<file path="src/rtl/wb_stage_if.sv">
// rtl/wb_stage_if.sv - MEM-to-WB instruction bundle and WB result/bypass signals
interface wb_stage_if;
  logic        mem_valid;
  logic        mem_exc;
  logic        mem_reg_we;
  logic [4:0]  mem_rd;
  logic [1:0]  mem_wb_sel;
  logic [2:0]  mem_funct3;
  logic [31:0] mem_alu_res;
  logic [31:0] mem_load_raw;
  logic [31:0] mem_pc4;
  logic [31:0] mem_csr_rdata;
  logic        rf_we;
  logic [4:0]  rf_wR;
  logic [31:0] rf_wD;
  logic        fwd_valid;
  logic [4:0]  fwd_rd;
  logic [31:0] fwd_data;
  logic        retire;

  modport master (
    output mem_valid, mem_exc, mem_reg_we, mem_rd, mem_wb_sel, mem_funct3,
           mem_alu_res, mem_load_raw, mem_pc4, mem_csr_rdata,
    input  rf_we, rf_wR, rf_wD, fwd_valid, fwd_rd, fwd_data, retire
  );

  modport slave (
    input  mem_valid, mem_exc, mem_reg_we, mem_rd, mem_wb_sel, mem_funct3,
           mem_alu_res, mem_load_raw, mem_pc4, mem_csr_rdata,
    output rf_we, rf_wR, rf_wD, fwd_valid, fwd_rd, fwd_data, retire
  );
endinterface

</file>
<file path="src/rtl/wb_stage.sv">
// rtl/wb_stage.sv - RV32I writeback stage: MEM/WB register, result mux, bypass, retire
// Optional 64-bit retired-instruction counter enabled by WB_INSTRET_EN.
module wb_stage (
  input  logic        clk,
  input  logic        rst_n,
  input  logic        stall,
  input  logic        flush,
  wb_stage_if.slave   wb
`ifdef WB_INSTRET_EN
  ,
  output logic [63:0] instret
`endif
);

  logic        valid_q;
  logic        exc_q;
  logic        reg_we_q;
  logic [4:0]  rd_q;
  logic [1:0]  wb_sel_q;
  logic [2:0]  funct3_q;
  logic [31:0] alu_res_q;
  logic [31:0] load_raw_q;
  logic [31:0] pc4_q;
  logic [31:0] csr_rdata_q;

  logic [7:0]  ld_byte;
  logic [15:0] ld_half;
  logic [31:0] load_val;
  logic [31:0] wd;
  logic        write_ok;
  logic        retire_int;

  // A flush only needs to clear valid; the payload fields are don't-care in a bubble.
  always_ff @(posedge clk or negedge rst_n) begin
    if (!rst_n) begin
      valid_q     <= 1'b0;
      exc_q       <= 1'b0;
      reg_we_q    <= 1'b0;
      rd_q        <= 5'd0;
      wb_sel_q    <= 2'd0;
      funct3_q    <= 3'd0;
      alu_res_q   <= 32'd0;
      load_raw_q  <= 32'd0;
      pc4_q       <= 32'd0;
      csr_rdata_q <= 32'd0;
    end else if (!stall) begin
      if (flush) begin
        valid_q <= 1'b0;
      end else begin
        valid_q     <= wb.mem_valid;
        exc_q       <= wb.mem_exc;
        reg_we_q    <= wb.mem_reg_we;
        rd_q        <= wb.mem_rd;
        wb_sel_q    <= wb.mem_wb_sel;
        funct3_q    <= wb.mem_funct3;
        alu_res_q   <= wb.mem_alu_res;
        load_raw_q  <= wb.mem_load_raw;
        pc4_q       <= wb.mem_pc4;
        csr_rdata_q <= wb.mem_csr_rdata;
      end
    end
  end

  always_comb begin
    ld_byte = load_raw_q[7:0];
    case (alu_res_q[1:0])
      2'd0:    ld_byte = load_raw_q[7:0];
      2'd1:    ld_byte = load_raw_q[15:8];
      2'd2:    ld_byte = load_raw_q[23:16];
      default: ld_byte = load_raw_q[31:24];
    endcase
    // Halfword misalignment traps upstream, so offset bit 0 is ignored here.
    ld_half = alu_res_q[1] ? load_raw_q[31:16] : load_raw_q[15:0];
  end

  always_comb begin
    load_val = load_raw_q;
    case (funct3_q)
      3'b000:  load_val = {{24{ld_byte[7]}}, ld_byte};
      3'b100:  load_val = {24'd0, ld_byte};
      3'b001:  load_val = {{16{ld_half[15]}}, ld_half};
      3'b101:  load_val = {16'd0, ld_half};
      default: load_val = load_raw_q;
    endcase
  end

  always_comb begin
    wd = alu_res_q;
    case (wb_sel_q)
      2'b00:   wd = alu_res_q;
      2'b01:   wd = load_val;
      2'b10:   wd = pc4_q;
      default: wd = csr_rdata_q;
    endcase
  end

  assign write_ok   = valid_q & ~exc_q & reg_we_q & (rd_q != 5'd0);
  assign retire_int = valid_q & ~exc_q & ~stall;

  assign wb.rf_we     = write_ok & ~stall;
  assign wb.rf_wR     = rd_q;
  assign wb.rf_wD     = wd;
  // Bypass stays live while stalled so ID keeps seeing the held result.
  assign wb.fwd_valid = write_ok;
  assign wb.fwd_rd    = rd_q;
  assign wb.fwd_data  = wd;
  assign wb.retire    = retire_int;

`ifdef WB_INSTRET_EN
  logic [63:0] instret_q;

  always_ff @(posedge clk or negedge rst_n) begin
    if (!rst_n) begin
      instret_q <= 64'd0;
    end else if (retire_int) begin
      instret_q <= instret_q + 64'd1;
    end
  end

  assign instret = instret_q;
`endif

endmodule

</file>
<file path="src/flat_wrapper.sv">
// flat-port wrapper written by rule: the top's interface ports become plain ports
module wb_stage_flat 
  (clk, rst_n, stall, flush, wb_mem_valid, wb_mem_exc, wb_mem_reg_we, wb_mem_rd, wb_mem_wb_sel, wb_mem_funct3, wb_mem_alu_res, wb_mem_load_raw, wb_mem_pc4, wb_mem_csr_rdata, wb_rf_we, wb_rf_wR, wb_rf_wD, wb_fwd_valid, wb_fwd_rd, wb_fwd_data, wb_retire);
  wb_stage_if wb_i ();
  input  logic clk;
  input  logic rst_n;
  input  logic stall;
  input  logic flush;
  input wire logic [$bits(wb_i.mem_valid)-1:0] wb_mem_valid;
  input wire logic [$bits(wb_i.mem_exc)-1:0] wb_mem_exc;
  input wire logic [$bits(wb_i.mem_reg_we)-1:0] wb_mem_reg_we;
  input wire logic [$bits(wb_i.mem_rd)-1:0] wb_mem_rd;
  input wire logic [$bits(wb_i.mem_wb_sel)-1:0] wb_mem_wb_sel;
  input wire logic [$bits(wb_i.mem_funct3)-1:0] wb_mem_funct3;
  input wire logic [$bits(wb_i.mem_alu_res)-1:0] wb_mem_alu_res;
  input wire logic [$bits(wb_i.mem_load_raw)-1:0] wb_mem_load_raw;
  input wire logic [$bits(wb_i.mem_pc4)-1:0] wb_mem_pc4;
  input wire logic [$bits(wb_i.mem_csr_rdata)-1:0] wb_mem_csr_rdata;
  output wire logic [$bits(wb_i.rf_we)-1:0] wb_rf_we;
  output wire logic [$bits(wb_i.rf_wR)-1:0] wb_rf_wR;
  output wire logic [$bits(wb_i.rf_wD)-1:0] wb_rf_wD;
  output wire logic [$bits(wb_i.fwd_valid)-1:0] wb_fwd_valid;
  output wire logic [$bits(wb_i.fwd_rd)-1:0] wb_fwd_rd;
  output wire logic [$bits(wb_i.fwd_data)-1:0] wb_fwd_data;
  output wire logic [$bits(wb_i.retire)-1:0] wb_retire;
  assign wb_i.mem_valid = wb_mem_valid;
  assign wb_i.mem_exc = wb_mem_exc;
  assign wb_i.mem_reg_we = wb_mem_reg_we;
  assign wb_i.mem_rd = wb_mem_rd;
  assign wb_i.mem_wb_sel = wb_mem_wb_sel;
  assign wb_i.mem_funct3 = wb_mem_funct3;
  assign wb_i.mem_alu_res = wb_mem_alu_res;
  assign wb_i.mem_load_raw = wb_mem_load_raw;
  assign wb_i.mem_pc4 = wb_mem_pc4;
  assign wb_i.mem_csr_rdata = wb_mem_csr_rdata;
  assign wb_rf_we = wb_i.rf_we;
  assign wb_rf_wR = wb_i.rf_wR;
  assign wb_rf_wD = wb_i.rf_wD;
  assign wb_fwd_valid = wb_i.fwd_valid;
  assign wb_fwd_rd = wb_i.fwd_rd;
  assign wb_fwd_data = wb_i.fwd_data;
  assign wb_retire = wb_i.retire;
  wb_stage u_core (.clk(clk), .rst_n(rst_n), .stall(stall), .flush(flush), .wb(wb_i));
endmodule
</file>
<file path="config.mk">
export PLATFORM = sky130hd
export DESIGN_NAME = wb_stage_flat
export DESIGN_NICKNAME = d
export VERILOG_FILES = /design/src/rtl/wb_stage_if.sv /design/src/rtl/wb_stage.sv /design/src/flat_wrapper.sv
export SDC_FILE = /design/constraint.sdc
export NUM_CORES = 1
export LEC_CHECK = 0
export CORE_ASPECT_RATIO = 1.75
export CORE_MARGIN = 2
export CORE_UTILIZATION = 47
export DETAILED_ROUTE_END_ITERATION = 8
export GPL_TIMING_DRIVEN = 0
export PLACE_DENSITY = 0.92
export RECOVER_POWER = 100
export SLEW_MARGIN = 5
export SYNTH_ARGS = -nofsm -noshare
export SYNTH_HDL_FRONTEND = slang
export SYNTH_SLANG_ARGS = --single-unit
</file>
<file path="constraint.sdc">
create_clock -name clk -period 2.4 [get_ports clk]
set_clock_uncertainty 0.15 [all_clocks]
set_input_delay 0.24 -clock clk [delete_from_list [all_inputs] [get_ports clk]]
set_output_delay 0.24 -clock clk [all_outputs]
set_load 0.02 [all_outputs]
</file>
==> flow_summary.toml <==
[run_status]
violations = "setup timing"
status = "finished, violations left"

[final_layout]
area_delta_synth_final_pct = 55.2
finalInstanceArea_um2 = 11000
fin_nets = 996
drive_above_1_share_pct = 46.9
fillers = 889

[timing]
period_needed_ps = 2760
rsz0062_at_grt = "yes"
slew-limit-headroom_pct = 22.3
fin_crit_sh_pct = 115
setup_tns_ps = -23460
drv_slew = 0
fmax_mhz = 362
worst_slack_ps = -362
hold_viol = 0
worst_pin_slew_ps = 1170
setup_violations = 120

[route]
drt_first_pass_iters = 5
routed_wl_um = 26100
viasPerCell = 5.96
wl_per_cell_um = 24.7
drc = 0
drtAntennaViolNets = 0
dr_total_vias = 6300
drtIter0Drc = 461

[critical_path]
start_kind = "input pin"
crit_required_ps = 2550
cp-end-kind = "flip-flop"
r2r_slack_ps = 1000
r2r-start = "u_core.wb_sel_q[0]"
worst-setup-path-type = "input pin to flip-flop"
r2r_cells = 3
path_max_fanout = 10
rr_endpoint = "u_core.wb_sel_q[0]"
worstPathArrival_ps = 2910

[global_route]
grt_pass1_wl_um = 38100
antenna_found_initial = 9
top_usage_layer = "met2"
grt_pass1_vias = 6663
grt_usage_pct = 30.9
use_met2_pct = 54.3
grt_start_max_net_pins = 96
use_met1_pct = 33.5
grt_overflow = 0
met3_usage_pct = 5.20

[power_and_ir_drop]
power_leakage_nw = 4.59
ir_worst_vdd_uv = 763
p_per_area_nw_per_um2 = 866
p_total_mw = 9.55

[worst_hold_path]
hold_depth = 3
hold_end = "u_core.alu_res_q[1]"
min_from = "wb_mem_alu_res[1]"
hold_class = "input pin to flip-flop"

[clocking]
ctsHtreeMaxLevel = 4
clockRootBuffer = "clkbuf_16"
cts_tree = "done"
cts_made_buffers = 17
clk_pin_slew_ps = 70
cts_sinks = 141
clk_latency_ps = 420
clk_path_buf_depth = 2

[floorplanning]
initial_core_util_pct = 47.9
rows = 59
die_h_um = 167
die-area_um2 = 16200
core_um2 = 14800
ios = 222
die_w_um = 96.9

[synthesis]
synthCells = 586
yosys_warnings = 0
yosys.area.top_type_share_pct = 49.7
syn-cell-area_um2 = 7100
synth_nets = 731
ys_ff_latch = 141
synthTopCellsByArea = "dfrtp_1 50%, mux2_2 23%, buf_4 4.0%"
ys_types = 42
syn_avg_cell_area_um2 = 12.1
synth.largest_area_cell = "dfrtp_1"
yosysSeqAreaShare_pct = 49.7

[place]
place_area_um2 = 9570
port_buffers = 221
gp_congestion = 0.932
dpl.hpwl_um = 17400

[flow_run]
max_cap_viol_count = 0
==> sequential cells by signal (all words and copies together), names as in the netlist, 2 cells and up <==
signal,count
u_core.csr_rdata_q,32
u_core.load_raw_q,32
u_core.wb_sel_q,2
u_core.wb.fwd_rd,5
u_core.funct3_q,3
u_core.pc4_q,32
u_core.alu_res_q,32
==> synth_stat cells, drive strengths merged <==
| master | number |
|---|---|
| dfrtp | 141 |
| o22a | 16 |
| mux2 | 143 |
| nor2 | 10 |
| o211a | 1 |
| o31ai | 1 |
| nor2b | 24 |
| o221ai | 7 |
| or2 | 1 |
| a221o | 2 |
| nand3b | 5 |
| inv | 3 |
| nor3b | 1 |
| o21a | 1 |
| o22ai | 12 |
| a221oi | 1 |
| o311ai | 1 |
| o21ai | 13 |
| a32oi | 1 |
| nor3 | 1 |
| a31oi | 1 |
| a22oi | 3 |
| and3 | 2 |
| o2bb2ai | 2 |
| nand2 | 18 |
| a21oi | 42 |
| a211oi | 16 |
| o311a | 1 |
| a21boi | 1 |
| and2 | 2 |
| mux2i | 14 |
| clkbuf | 8 |
| a22o | 4 |
| a21o | 3 |
| a211o | 5 |
| buf | 71 |
| nand2b | 8 |
==> cell usage in the layout (no fill, tap or decap), drive strengths merged, types with 2 or more instances in the layout <==
cell type / Yosys / layout
diode: 0 / 10
a211o: 5 / 5
and3: 2 / 2
o22a: 16 / 16
clkdlybuf4s50: 0 / 144
mux2i: 14 / 14
inv: 3 / 10
o22ai: 12 / 12
a21oi: 42 / 42
clkinv: 0 / 4
clkinvlp: 0 / 3
dfrtp: 141 / 141
nand2: 18 / 18
nand2b: 8 / 8
a22oi: 3 / 3
clkbuf: 8 / 35
nor2b: 24 / 24
a22o: 4 / 4
a21o: 3 / 3
o21ai: 13 / 13
and2: 2 / 2
buf: 71 / 150
a211oi: 16 / 16
nor2: 10 / 10
o2bb2ai: 2 / 2
mux2: 143 / 143
a221o: 2 / 2
dlygate4sd3: 0 / 12
nand3b: 5 / 5
o221ai: 7 / 7
==> worst max-delay path by stage <==
stage,from,cells past startpoint,slack (ps),endpoint
floorplan,u_core.alu_res_q[1],7,190,wb_rf_wD[2]
global placement,rst_n,1,-4590,u_core.wb.fwd_rd[0]
detailed placement,u_core.wb_sel_q[1],6,-620,wb_rf_wD[14]
CTS,u_core.alu_res_q[0],7,-260,wb_rf_wD[12]
global route,stall,5,-370,u_core.pc4_q[24]
finish,stall,5,-360,u_core.pc4_q[24]
==> kinds of logic (layout without fill, tap and decap cells) <==
kind of cell | after synthesis | after routing | share of synthesized area, %
and+or+nand+nor | 72 | 72 | 5.48
other | 0 | 10 | 0
AOI/OAI and AO/OA | 134 | 134 | 13.3
DFF | 141 | 141 | 49.7
buffers and inverters | 82 | 360 | 6.96
muxes | 157 | 157 | 24.6
==> critical path, cell delays in order <==
cell and delay [ps]:
clkdlybuf4s50_1 500, nor2_1 750, clkbuf_1 530, buf_2 450, mux2_2 420
==> per-stage QoR <==
stage               util, %  hold slack (ps)  worst slack (ps)  std cells
detailed placement     64.5             48.4              -616        991
floorplan                 -             -206               193        586
finish                 74.3              252              -362       1057
CTS                    72.8              175              -262       1041
global route           74.3              263              -375       1057
global placement       64.3              334             -4590        990
==> what timing repair did <==
item,in CTS,in global routing
setup endpoints to repair,65,64
gates resized for setup,466,49
hold buffers,1,0
cloned,3,0
pin swaps,42,17
setup buffers,15,7
hold endpoints to repair,46,0
==> final cells by class <==
cell class | count | area, um^2 | area share (%)
Sequential cell | 141 | 3530 | 32.0
Multi-Input combinational cell | 363 | 3500 | 31.7
Timing Repair Buffer | 247 | 2520 | 22.9
Buffer | 78 | 627 | 5.69
Clock buffer | 17 | 425 | 3.86
Tap cell | 183 | 229 | 2.08
Clock inverter | 15 | 154 | 1.40
Antenna cell | 10 | 25.0 | 0.227
Inverter | 3 | 15.0 | 0.136
==> layer usage <==
metal  share of wire [%]  wire length [um]
met5                   0                 0
met1                  33              8740
met4                 7.3              1920
met3                 5.8              1510
met2                  53             14000
==> where the power goes <==
group	switching, mW	internal (mW)
combinational	1.84	2.08
sequential	0.314	2.73
clock	1.12	1.46
total	3.27	6.28
Power figures use the tool's default switching activity.
